[src/rtl/am29xx_bitslice_pair_pkg.sv]
// rtl/am29xx_bitslice_pair_pkg.sv - shared encodings for the sequencer and ALU bit slices
package am29xx_bitslice_pair_pkg;

    localparam logic [1:0] SEQ_UPC = 2'd0;
    localparam logic [1:0] SEQ_AR  = 2'd1;
    localparam logic [1:0] SEQ_STK = 2'd2;
    localparam logic [1:0] SEQ_D   = 2'd3;

    localparam logic [2:0] SRC_AQ = 3'd0;
    localparam logic [2:0] SRC_AB = 3'd1;
    localparam logic [2:0] SRC_ZQ = 3'd2;
    localparam logic [2:0] SRC_ZB = 3'd3;
    localparam logic [2:0] SRC_ZA = 3'd4;
    localparam logic [2:0] SRC_DA = 3'd5;
    localparam logic [2:0] SRC_DQ = 3'd6;
    localparam logic [2:0] SRC_DZ = 3'd7;

    localparam logic [2:0] OP_ADD   = 3'd0;
    localparam logic [2:0] OP_SUBR  = 3'd1;
    localparam logic [2:0] OP_SUBS  = 3'd2;
    localparam logic [2:0] OP_OR    = 3'd3;
    localparam logic [2:0] OP_AND   = 3'd4;
    localparam logic [2:0] OP_NOTRS = 3'd5;
    localparam logic [2:0] OP_EXOR  = 3'd6;
    localparam logic [2:0] OP_EXNOR = 3'd7;

    localparam logic [2:0] DST_QREG  = 3'd0;
    localparam logic [2:0] DST_NOP   = 3'd1;
    localparam logic [2:0] DST_RAMA  = 3'd2;
    localparam logic [2:0] DST_RAMF  = 3'd3;
    localparam logic [2:0] DST_RAMQD = 3'd4;
    localparam logic [2:0] DST_RAMD  = 3'd5;
    localparam logic [2:0] DST_RAMQU = 3'd6;
    localparam logic [2:0] DST_RAMU  = 3'd7;

    function automatic logic is_arith(input logic [2:0] op);
        return op <= OP_SUBS;
    endfunction

endpackage

[src/rtl/alu_slice.sv]
// rtl/alu_slice.sv - 4-bit ALU slice (Am2901) with 16x4 register file and Q register
module alu_slice
    import am29xx_bitslice_pair_pkg::*;
(
    input  logic       clock,
    input  logic       reset,
    input  logic [3:0] d,
    input  logic [3:0] a,
    input  logic [3:0] b,
    input  logic [2:0] src,
    input  logic [2:0] op,
    input  logic [2:0] dest,
    input  logic       cin,
    input  logic       ram0_in,
    input  logic       ram3_in,
    input  logic       q0_in,
    input  logic       q3_in,
    output logic [3:0] y,
    output logic       cout,
    output logic       f0,
    output logic       f3,
    output logic       ovr,
    output logic       ram0_out,
    output logic       ram3_out,
    output logic       q0_out,
    output logic       q3_out
);

    logic [3:0] ram [16];
    logic [3:0] q;
    logic [3:0] a_val, b_val;
    logic [3:0] r_op, s_op, r_in, s_in, f;
    logic [4:0] sum;
    logic       arith, c3;

    assign a_val = ram[a];
    assign b_val = ram[b];

    always_comb begin
        r_op = d;
        s_op = 4'h0;
        case (src)
            SRC_AQ:  begin r_op = a_val; s_op = q;     end
            SRC_AB:  begin r_op = a_val; s_op = b_val; end
            SRC_ZQ:  begin r_op = 4'h0;  s_op = q;     end
            SRC_ZB:  begin r_op = 4'h0;  s_op = b_val; end
            SRC_ZA:  begin r_op = 4'h0;  s_op = a_val; end
            SRC_DA:  begin r_op = d;     s_op = a_val; end
            SRC_DQ:  begin r_op = d;     s_op = q;     end
            default: begin r_op = d;     s_op = 4'h0;  end
        endcase
    end

    assign arith = is_arith(op);
    assign r_in  = (op == OP_SUBR) ? ~r_op : r_op;
    assign s_in  = (op == OP_SUBS) ? ~s_op : s_op;
    assign sum   = {1'b0, r_in} + {1'b0, s_in} + {4'h0, cin};
    // Carry into bit 3 recovered from the bit-3 sum and its two operand bits.
    assign c3    = r_in[3] ^ s_in[3] ^ sum[3];

    always_comb begin
        f = sum[3:0];
        case (op)
            OP_OR:    f = r_op | s_op;
            OP_AND:   f = r_op & s_op;
            OP_NOTRS: f = ~r_op & s_op;
            OP_EXOR:  f = r_op ^ s_op;
            OP_EXNOR: f = ~(r_op ^ s_op);
            default:  f = sum[3:0];
        endcase
    end

    assign cout     = arith & sum[4];
    assign ovr      = arith & (c3 ^ sum[4]);
    assign f0       = (f == 4'h0);
    assign f3       = f[3];
    assign y        = (dest == DST_RAMA) ? a_val : f;
    assign ram0_out = f[0];
    assign ram3_out = f[3];
    assign q0_out   = q[0];
    assign q3_out   = q[3];

    always_ff @(posedge clock or posedge reset) begin
        if (reset) begin
            q <= 4'h0;
            for (int i = 0; i < 16; i++) ram[i] <= 4'h0;
        end else begin
            case (dest)
                DST_QREG:  q <= f;
                DST_RAMA,
                DST_RAMF:  ram[b] <= f;
                DST_RAMQD: begin
                    ram[b] <= {ram3_in, f[3:1]};
                    q      <= {q3_in, q[3:1]};
                end
                DST_RAMD:  ram[b] <= {ram3_in, f[3:1]};
                DST_RAMQU: begin
                    ram[b] <= {f[2:0], ram0_in};
                    q      <= {q[2:0], q0_in};
                end
                DST_RAMU:  ram[b] <= {f[2:0], ram0_in};
                default:   ;
            endcase
        end
    end

endmodule

[src/rtl/seq_slice.sv]
// rtl/seq_slice.sv - 4-bit microprogram sequencer slice (Am2909, or Am2911 when AM2911=1)
module seq_slice
    import am29xx_bitslice_pair_pkg::*;
#(
    parameter bit AM2911 = 1'b0
) (
    input  logic       clock,
    input  logic       reset,
    input  logic [3:0] d,
    input  logic [3:0] r,
    input  logic [3:0] orm,
    input  logic [1:0] s,
    input  logic       zero_n,
    input  logic       cin,
    input  logic       re_n,
    input  logic       fe_n,
    input  logic       pup,
    output logic [3:0] y,
    output logic       cout
);

    logic [3:0] upc;
    logic [3:0] ar;
    logic [3:0] mux;
    logic [3:0] inc;
    logic [1:0] sp;
    logic [1:0] sp_up;
    logic [3:0] stack [4];

    always_comb begin
        mux = upc;
        case (s)
            SEQ_AR:  mux = ar;
            SEQ_STK: mux = stack[sp];
            SEQ_D:   mux = d;
            default: mux = upc;
        endcase
    end

    assign y           = (mux | (AM2911 ? 4'h0 : orm)) & {4{zero_n}};
    assign {cout, inc} = {1'b0, y} + {4'h0, cin};
    assign sp_up       = sp + 2'd1;

    // A push saves the pre-increment uPC; the pointer wraps freely in both directions.
    always_ff @(posedge clock or posedge reset) begin
        if (reset) begin
            upc <= 4'h0;
            ar  <= 4'h0;
            sp  <= 2'd0;
            for (int i = 0; i < 4; i++) stack[i] <= 4'h0;
        end else begin
            upc <= inc;
            if (!re_n) ar <= AM2911 ? d : r;
            if (!fe_n) begin
                if (pup) begin
                    sp           <= sp_up;
                    stack[sp_up] <= upc;
                end else begin
                    sp <= sp - 2'd1;
                end
            end
        end
    end

endmodule

[src/rtl/am29xx_bitslice_pair.sv]
// rtl/am29xx_bitslice_pair.sv - one sequencer slice and one ALU slice on a shared clock/reset
module am29xx_bitslice_pair #(
    parameter bit AM2911 = 1'b0
) (
    input  logic       clock,
    input  logic       reset,
    input  logic [3:0] seq_d,
    input  logic [3:0] seq_r,
    input  logic [3:0] seq_or,
    input  logic [1:0] seq_s,
    input  logic       seq_zero_n,
    input  logic       seq_cin,
    input  logic       seq_re_n,
    input  logic       seq_fe_n,
    input  logic       seq_pup,
    output logic [3:0] seq_y,
    output logic       seq_cout,
    input  logic [3:0] alu_d,
    input  logic [3:0] alu_a,
    input  logic [3:0] alu_b,
    input  logic [2:0] alu_src,
    input  logic [2:0] alu_op,
    input  logic [2:0] alu_dest,
    input  logic       alu_cin,
    input  logic       alu_ram0_in,
    input  logic       alu_ram3_in,
    input  logic       alu_q0_in,
    input  logic       alu_q3_in,
    output logic [3:0] alu_y,
    output logic       alu_cout,
    output logic       alu_f0,
    output logic       alu_f3,
    output logic       alu_ovr,
    output logic       alu_ram0_out,
    output logic       alu_ram3_out,
    output logic       alu_q0_out,
    output logic       alu_q3_out
);

    seq_slice #(.AM2911(AM2911)) u_seq (
        .clock  (clock),
        .reset  (reset),
        .d      (seq_d),
        .r      (seq_r),
        .orm    (seq_or),
        .s      (seq_s),
        .zero_n (seq_zero_n),
        .cin    (seq_cin),
        .re_n   (seq_re_n),
        .fe_n   (seq_fe_n),
        .pup    (seq_pup),
        .y      (seq_y),
        .cout   (seq_cout)
    );

    alu_slice u_alu (
        .clock    (clock),
        .reset    (reset),
        .d        (alu_d),
        .a        (alu_a),
        .b        (alu_b),
        .src      (alu_src),
        .op       (alu_op),
        .dest     (alu_dest),
        .cin      (alu_cin),
        .ram0_in  (alu_ram0_in),
        .ram3_in  (alu_ram3_in),
        .q0_in    (alu_q0_in),
        .q3_in    (alu_q3_in),
        .y        (alu_y),
        .cout     (alu_cout),
        .f0       (alu_f0),
        .f3       (alu_f3),
        .ovr      (alu_ovr),
        .ram0_out (alu_ram0_out),
        .ram3_out (alu_ram3_out),
        .q0_out   (alu_q0_out),
        .q3_out   (alu_q3_out)
    );

endmodule

[config.mk]
export PLATFORM = sky130hd
export DESIGN_NAME = am29xx_bitslice_pair
export DESIGN_NICKNAME = d
export VERILOG_FILES = /design/src/rtl/am29xx_bitslice_pair_pkg.sv /design/src/rtl/alu_slice.sv /design/src/rtl/seq_slice.sv /design/src/rtl/am29xx_bitslice_pair.sv
export SDC_FILE = /design/constraint.sdc
export NUM_CORES = 1
export LEC_CHECK = 0
export ABC_AREA = 1
export CORE_UTILIZATION = 60
export CTS_CLUSTER_DIAMETER = 60
export DETAILED_ROUTE_END_ITERATION = 10
export DONT_BUFFER_PORTS = 1
export PLACE_DENSITY = 0.76
export SLEW_MARGIN = 40
export SYNTH_ARGS = -nofsm -noshare
export SYNTH_HDL_FRONTEND = slang
export SYNTH_SLANG_ARGS = --single-unit
[constraint.sdc]
create_clock -name clock -period 5.1 [get_ports clock]
set_clock_uncertainty 0.1 [all_clocks]
set_input_delay 0.765 -clock clock [delete_from_list [all_inputs] [get_ports clock]]
set_output_delay 0.765 -clock clock [all_outputs]
set_load 0.05 [all_outputs]
==> results of run 1 <==
kinds of logic (layout without fill, tap and decap cells):
| logic type | count (synthesis) | after routing |
|---|---|---|
| AO/OA/AOI/OAI | 140 | 140 |
| AND/OR/NAND/NOR | 878 | 878 |
| flip-flops | 94 | 94 |
| adder cells (fa/ha/maj) | 15 | 15 |
| multiplexers | 4 | 4 |
| buffers and inverters | 309 | 285 |
| XOR/XNOR | 13 | 13 |
per-stage QoR:
step           power (W)  utilization, %  area, µm²  setup WS, ns  hold slack, ns
6_report         0.00304            64.5       9020         0.335           0.247
5_1_grt          0.00324            64.5       9020        0.0934           0.311
4_1_cts          0.00302            64.4       9010         0.267           0.277
3_5_place_dp     0.00230            62.2       8700         0.278           0.372
3_3_place_gp     0.00227            62.0       8670         0.352           0.364
2_1_floorplan    0.00202               -       8650        0.0386           0.348
final cells by class:
class                           instances  share of cell area [%]
Multi-Input combinational cell       1050                    55.6
Sequential cell                        94                    26.1
Inverter                              251                    10.6
Clock buffer                           10                    2.54
Tap cell                              180                    2.50
Timing Repair Buffer                   18                    1.86
Clock inverter                          6                   0.833
what timing repair did:
action                                 CTS  global route
endpoints found under the hold margin    0             0
setup endpoints to repair                0             1
gates resized for setup                  0             2
hold buffers                             0             0
flip-flops by register name, summed over array words and instances, names as in the netlist:
register	cells
u_seq.sp	2
u_alu.ram	64
u_seq.stack	16
u_seq.upc	4
u_alu.q	4
u_seq.ar	4
path summary, 6_finish.rpt:
| path | to | slack (ns) | startpoint | depth (start not counted) |
|---|---|---|---|---|
| hold reg to reg | u_seq.stack[5]$_DFFE_PP0P_ | 0.39 | u_seq.stack[5]$_DFFE_PP0P_ | 2 |
| max in group asynchronous | u_alu.ram[55]$_DFFE_PP0P_ | 3.56 | reset | 2 |
| setup / recovery | alu_f0 | 0.33 | alu_a[0] | 19 |
| min in group clock | u_seq.stack[5]$_DFFE_PP0P_ | 0.39 | u_seq.stack[5]$_DFFE_PP0P_ | 2 |
| hold / removal | u_alu.ram[39]$_DFFE_PP0P_ | 0.25 | reset | 1 |
| setup reg to reg | u_alu.ram[57]$_DFFE_PP0P_ | 1.38 | u_alu.ram[36]$_DFFE_PP0P_ | 21 |
synthesized netlist by cell type (2+ instances only):
cell type,n
clkbuf_1,19
dfrtp_1,94
xor2_1,9
buf_2,16
nand3_1,223
a21oi_1,30
nand3_2,3
o211ai_1,34
nand4_1,33
nor3_1,5
fa_1,2
o22ai_1,2
nor2_1,51
a221o_1,2
xnor2_1,4
buf_1,5
o21ai_1,13
inv_1,243
a211oi_1,5
a31oi_1,4
inv_2,6
nand2_2,6
a21boi_0,5
buf_6,12
nand2_1,545
nand3_4,3
buf_4,6
mux2_2,4
o21ai_0,43
nand2_4,6
ha_1,13
layout by cell type, fill, tap and decap left out, drive strengths merged:
cell	synthesis	layout
buf	39	18
a21boi	5	5
o22ai	2	2
bufinv	0	1
a221o	2	2
o21a	1	1
nor4	1	1
clkinv	1	1
inv	250	254
xor2	9	9
clkinvlp	0	1
xnor2	4	4
a31oi	4	4
or2	1	1
mux2	4	4
o31ai	1	1
a211oi	5	5
nor2	51	51
nor3	5	5
nand2	557	557
ha	13	13
nand3	229	229
o21ai	56	56
fa	2	2
nor3b	1	1
clkbuf	19	10
a21oi	30	30
nand4	33	33
o211ai	34	34
dfrtp	94	94
report_power, final:
group,internal [W],switching (W)
clock,0.000390,0.000331
combinational,0.000396,0.000866
sequential,0.000924,0.000133
metal layers:
metal | up-vias | wire [µm] | GRT usage, % | share of wire, %
met5 | - | 0 | 0 | 0
met4 | 0 | 1270 | 19.1 | 4.8
met1 | 4139 | 11300 | 50.3 | 42
met3 | 111 | 3050 | 7.72 | 11
met2 | 556 | 11100 | 54.5 | 42
li1 | 4541 | - | - | -
==> run_results.csv, run 1 <==
group,metric,value,unit
final_layout,drive_gt1_share,4.69,%
floorplan,rows,43,
worst_setup_path,required,4.24,ns
drt,drcViolationCount,0,
final_layout,regArea,2350,µm²
logic_synthesis,avgSynthCellArea,5.95,µm²
final_layout,fin_cells,1609,
worst_setup_path,slowest_stage,"ha_1",
clock_network,clock_sinks,94,
logic_synthesis,synth_compound_area_share,9.64,%
logic_synthesis,synth-xor-area-share,1.32,%
grt,track_usage,36.8,%
logic_synthesis,synthFlopType,"dfrtp_1",
logic_synthesis,synthAdderAreaFrac,2.35,%
timing,slew_viol_final,0,
grt,grt_pass1_wl,42.0,mm
worst_setup_path,arrival,3.90,ns
worst_setup_path,cpPeakStageDelay,0.37,ns
logic_synthesis,synth_cell_type_count,38,
final_layout,fill_cells,1390,
grt,grt_max_degree,65,
worst_setup_path,cp-end-kind,"primary output",
timing,fin_setup_tns,0,ns
worst_setup_path,worstPathMaxFanout,35,
logic_synthesis,synth_seq_area_share,27.2,%
worst_setup_path,crit_buf_inv,3,
worst_hold_path,holdCritPathClass,"input port to asynchronous set/reset pin",
logic_synthesis,synth_area,8640,µm²
clock_network,htreeDepth,3,
final_layout,diodes,0,
clock_network,cts-root-buf,"clkbuf_16",
timing,relSlewSlack,51.8,%
timing,fin_crit_sh,93.4,%
timing,max_freq,0.210,GHz
flow_run,cap_violations,0,
final_layout,area_delta_synth_final,4.34,%
floorplan,die_w,122,µm
worst_setup_path,worstPathCellList,"inv_4 > nand2_1 > nand3_1 > nand3_1 > nand3_1 > nand2_1 > nand2_1 > nand3_2 > xor2_1 > ha_1 > nand2_1 > nor2_1 > a211oi_1 > or2_2 > nand3_1 > nand2_4 > inv_2 > nor4_4 > buf_12",
placement,dp.cells,1593,
logic_synthesis,synthMuxAreaShare,0.521,%
drt,drt-total-wl,26.6,mm
clock_network,post_cts_buffers,0,
power,peakVddDrop,0.259,mV
logic_synthesis,yosysTopAreaCell,"dfrtp_1",
drt,post_drt_wl_per_cell,16.6,µm
timing,setup_violations,0,
worst_setup_path,critPathTopFamily,"simple AND/OR/NAND/NOR gates",
logic_synthesis,synth-edff-count,0,
worst_setup_path,start_kind,"input port",
drt,drtIter0Drc,1001,
clock_network,clkTransAtPathRegs,0.08,ns
final_layout,multi_input_area,5010,µm²
drt,firstDrtPassIters,8,
timing,final-hold-violation-count,0,
floorplan,io_pins,64,
floorplan,start_util,61.8,%
final_layout,nets,1486,
status,status,"completed",
placement,portBuffers,0,
logic_synthesis,synthTopCellsByArea,"dfrtp_1, nand2_1, nand3_1, inv_1, o211ai_1",
clock_network,clock_path_buffers,2,
placement,gp_congestion,0.966,
logic_synthesis,async_flop_share,100,%
timing,rsz0062_at_grt,"no",
floorplan,core_region_area,14000,µm²
floorplan,die_y,122,µm
drt,vias_per_cell,5.81,
clock_network,clkLatencyLatePin,0.36,ns
logic_synthesis,synth_top_family_by_area,"simple AND/OR/NAND/NOR gates",
logic_synthesis,yosys_warnings,0,
clock_network,cts-buffers-inserted,9,
placement,hpwlAfterDp,18.2,mm
logic_synthesis,syn_inst,1453,
grt,grt_pass1_vias,8216,
drt,vias,9347,
logic_synthesis,syn-num-nets,1515,
logic_synthesis,yosys.area_share.simple,44.0,%
timing,fin_crit,4.77,ns
logic_synthesis,synth_top_area_share,27.2,%
floorplan,die_area,14900,µm²
logic_synthesis,synth-seq-cells,94,
grt,grt.overflow.total,0,
grt,antenna_found_initial,0,
clock_network,cts_tree,"yes",
power,p_leak,5.01,nW
worst_setup_path,critPathKind,"input port to primary output",
power,powerDensity,337,nW/µm²
drt,ant_nets,0,
timing,tightest_slew,0.718,ns
Power figures use the tool's default switching activity.
==> inputs of run 2 (changes only) <==
--- a/config.mk
+++ b/config.mk
@@ -14,4 +14,5 @@
 export SLEW_MARGIN = 40
 export SYNTH_ARGS = -nofsm -noshare
 export SYNTH_HDL_FRONTEND = slang
+export SYNTH_HIERARCHICAL = 1
 export SYNTH_SLANG_ARGS = --single-unit
==> constraint.sdc (replaced) <==
create_clock -name clock -period 5.1 [get_ports clock]
set_clock_uncertainty 0.1 [all_clocks]
set_input_delay 0.765 -clock clock [delete_from_list [all_inputs] [get_ports clock]]
set_output_delay 0.765 -clock clock [all_outputs]
set_load 0.1 [all_outputs]
==> run 2 against run 1 <==
  * Global-route usage is 0.14 points lower
  * Hold slack worse by 0.035 ns
  * Sequential share of layout area is 0.86 points lower
  * Cell count is 7.5% higher
  * Highest routed layer unchanged
  * Critical endpoint unchanged
  * Power is 5.8% higher
  * Flip-flop and latch count stayed put
==> run_results.csv, run 2 <==
group,metric,value,unit
status,status,"completed",
grt,track_usage,36.7,%
placement,hpwlAfterDp,19.4,mm
timing,max_freq,0.210,GHz
placement,dp.cells,1714,
logic_synthesis,synth_top_area_share,26.5,%
final_layout,nets,1603,
flow_run,cap_violations,0,
logic_synthesis,synthTopCellsByArea,"dfrtp_1, nand2_1, nor2_1, nand3_1, inv_1",
worst_setup_path,critPathTopFamily,"simple AND/OR/NAND/NOR gates",
final_layout,drive_gt1_share,7.12,%
floorplan,core_region_area,14500,µm²
logic_synthesis,ys_top_cells_by_count,"nand2_1, nor2_1, inv_1",
final_layout,diodes,0,
logic_synthesis,synth-seq-cells,94,
logic_synthesis,yosys.cell_count.top_type,"nand2_1",
worst_setup_path,required,4.24,ns
final_layout,largestRegisters,"u_alu/ram x64, u_seq/stack x16",
logic_synthesis,synthFlopType,"dfrtp_1",
grt,grt.overflow.total,0,
worst_setup_path,arrival,3.90,ns
clock_network,cts_resized,0,
floorplan,die_y,124,µm
final_layout,layout_common_cells,"nand2_1, nor2_1, inv_1",
clock_network,post_cts_buffers,0,
worst_setup_path,crit_buf_inv,3,
placement,pre_cts_ws,0.363,ns
power,peakVddDrop,0.262,mV
worst_setup_path,slowest_stage,"fa_1",
clock_network,clkTransAtPathRegs,0.07,ns
drt,drtIter0Drc,1119,
worst_setup_path,critPathMostFrequentCell,"nand2_1",
drt,drcViolationCount,0,
logic_synthesis,synth_area,8880,µm²
clock_network,postCtsHoldBufs,0,
clock_network,clock_sinks,94,
timing,relSlewSlack,45.4,%
timing,fin_setup_tns,0,ns
clock_network,cts-buffers-inserted,9,
floorplan,die_w,124,µm
floorplan,rows,44,
timing,rsz0062_at_grt,"no",
timing,final-hold-violation-count,0,
logic_synthesis,syn_inst,1555,
placement,gp_congestion,1.04,
timing,fin_crit_sh,93.4,%
clock_network,htreeDepth,3,
floorplan,io_pins,64,
worst_setup_path,cp-end-kind,"primary output",
power,powerDensity,345,nW/µm²
drt,vias,9718,
drt,drt-total-wl,27.3,mm
worst_hold_path,holdCritPathClass,"input port to asynchronous set/reset pin",
grt,grt_pass1_vias,8507,
power,p_leak,5.19,nW
final_layout,largest_register,"u_alu/ram",
logic_synthesis,synth_cell_type_count,42,
drt,post_drt_wl_per_cell,15.8,µm
timing,slew_viol_final,0,
grt,antenna_found_initial,0,
clock_network,cts_tree,"yes",
final_layout,area_delta_synth_final,5.03,%
floorplan,die_area,15300,µm²
timing,fin_crit,4.76,ns
logic_synthesis,avgSynthCellArea,5.71,µm²
timing,tightest_slew,0.818,ns
final_layout,layout_commonest_cell,"nand2_1",
worst_setup_path,start_kind,"input port",
logic_synthesis,yosysTopAreaCell,"dfrtp_1",
timing,setup_ws,0.338,ns
drt,ant_nets,0,
timing,hold_ws,0.212,ns
logic_synthesis,yosys_warnings,6,
clock_network,cts-root-buf,"clkbuf_16",
final_layout,largest_reg_flops,64,
drt,firstDrtPassIters,5,
placement,portBuffers,0,
logic_synthesis,synth_seq_area_share,26.5,%
grt,grt_pass1_wl,42.8,mm
final_layout,fin_cells,1730,
logic_synthesis,syn-num-nets,1617,
floorplan,start_util,61.3,%
worst_setup_path,critPathKind,"input port to primary output",
final_layout,utilization,64.4,%
clock_network,clock_path_buffers,2,
grt,grt_max_degree,56,
clock_network,clkLatencyLatePin,0.37,ns
logic_synthesis,async_flop_share,100,%
drt,vias_per_cell,5.62,
worst_setup_path,worstPathCellList,"inv_2 > nand2_1 > nand3_1 > nand3_1 > nand3_1 > nand2_1 > nand2_1 > nand3_2 > xnor2_1 > fa_1 > fa_1 > nor2_1 > o21ai_0 > buf_4 > nand2_4 > nand2_1 > nor2_2 > buf_12",
worst_setup_path,worstPathMaxFanout,38,
timing,setup_violations,0,
logic_synthesis,synth-edff-count,0,
worst_setup_path,cpPeakStageDelay,0.41,ns
[run 2: cell families after synthesis]
| family | Yosys count | share of synthesized area, % |
|---|---|---|
| compound gates | 151 | 8.91 |
| xor+xnor | 12 | 1.18 |
| fa+ha+maj | 15 | 2.28 |
| buf+inv | 280 | 14.1 |
| flops | 94 | 26.5 |
| mux | 4 | 0.507 |
| simple gates | 999 | 46.5 |
[run 2: power by group]
part	internal (W)	switching, W
logic	0.000435	0.000967
clock network	0.000403	0.000336
registers	0.000920	0.000154
total	0.00176	0.00146
[run 2: path summary, 6_finish.rpt]
| kind | start | to | slack [ns] | cells past startpoint |
|---|---|---|---|---|
| worst max-delay path | alu_a[0] | alu_f0 | 0.34 | 18 |
| worst min-delay path | reset | u_seq/ar[1]$_DFFE_PP0N_ | 0.21 | 1 |
| worst max register to register | u_alu/ram[60]$_DFFE_PP0P_ | u_alu/ram[36]$_DFFE_PP0P_ | 1.38 | 17 |
| worst min register to register | u_seq/stack[12]$_DFFE_PP0P_ | u_seq/stack[12]$_DFFE_PP0P_ | 0.39 | 2 |
| max in group asynchronous | reset | u_alu/ram[12]$_DFFE_PP0P_ | 3.59 | 2 |
| min in group clock | seq_fe_n | u_seq/sp[0]$_DFFE_PP0N_ | 0.37 | 1 |
[run 2: cell type report]
type / instances / area, µm²
inverters: 226 / 850
flip-flops and latches: 94 / 2350
clock buffers: 10 / 239
multi-input cells: 1181 / 5310
fillers: 1353 / 5150
repair buffers: 29 / 268
clock inverters: 6 / 76.3
well taps: 184 / 230
[run 2: metrics by stage]
step           total power, W  area, µm²
2_1_floorplan         0.00216       8900
3_3_place_gp          0.00244       9010
3_5_place_dp          0.00246       9010
4_1_cts               0.00320       9320
5_1_grt               0.00343       9320
6_report              0.00322       9320
[run 2: worst reg2reg max path: stages, from the launching register on]
cell	delay, ns
dfrtp_1	0.41
inv_1	0.12
o21ai_0	0.12
nand2_1	0.08
nand2_1	0.06
nand2_1	0.07
nand2_1	0.05
o21ai_1	0.23
nand3_2	0.14
xnor2_1	0.19
fa_1	0.44
nand2_1	0.10
nand2_2	0.26
inv_2	0.48
nand2_2	0.49
nand2_1	0.17
nor2_1	0.06
nor2_1	0.10
[run 2: per-layer routing]
layer	GRT usage (%)	up-vias	wire length, µm
li1	-	4765	-
met1	48.5	4350	11300
met2	57.5	524	12000
met3	7.05	79	2920
met4	17.8	0	1080
met5	0	-	0
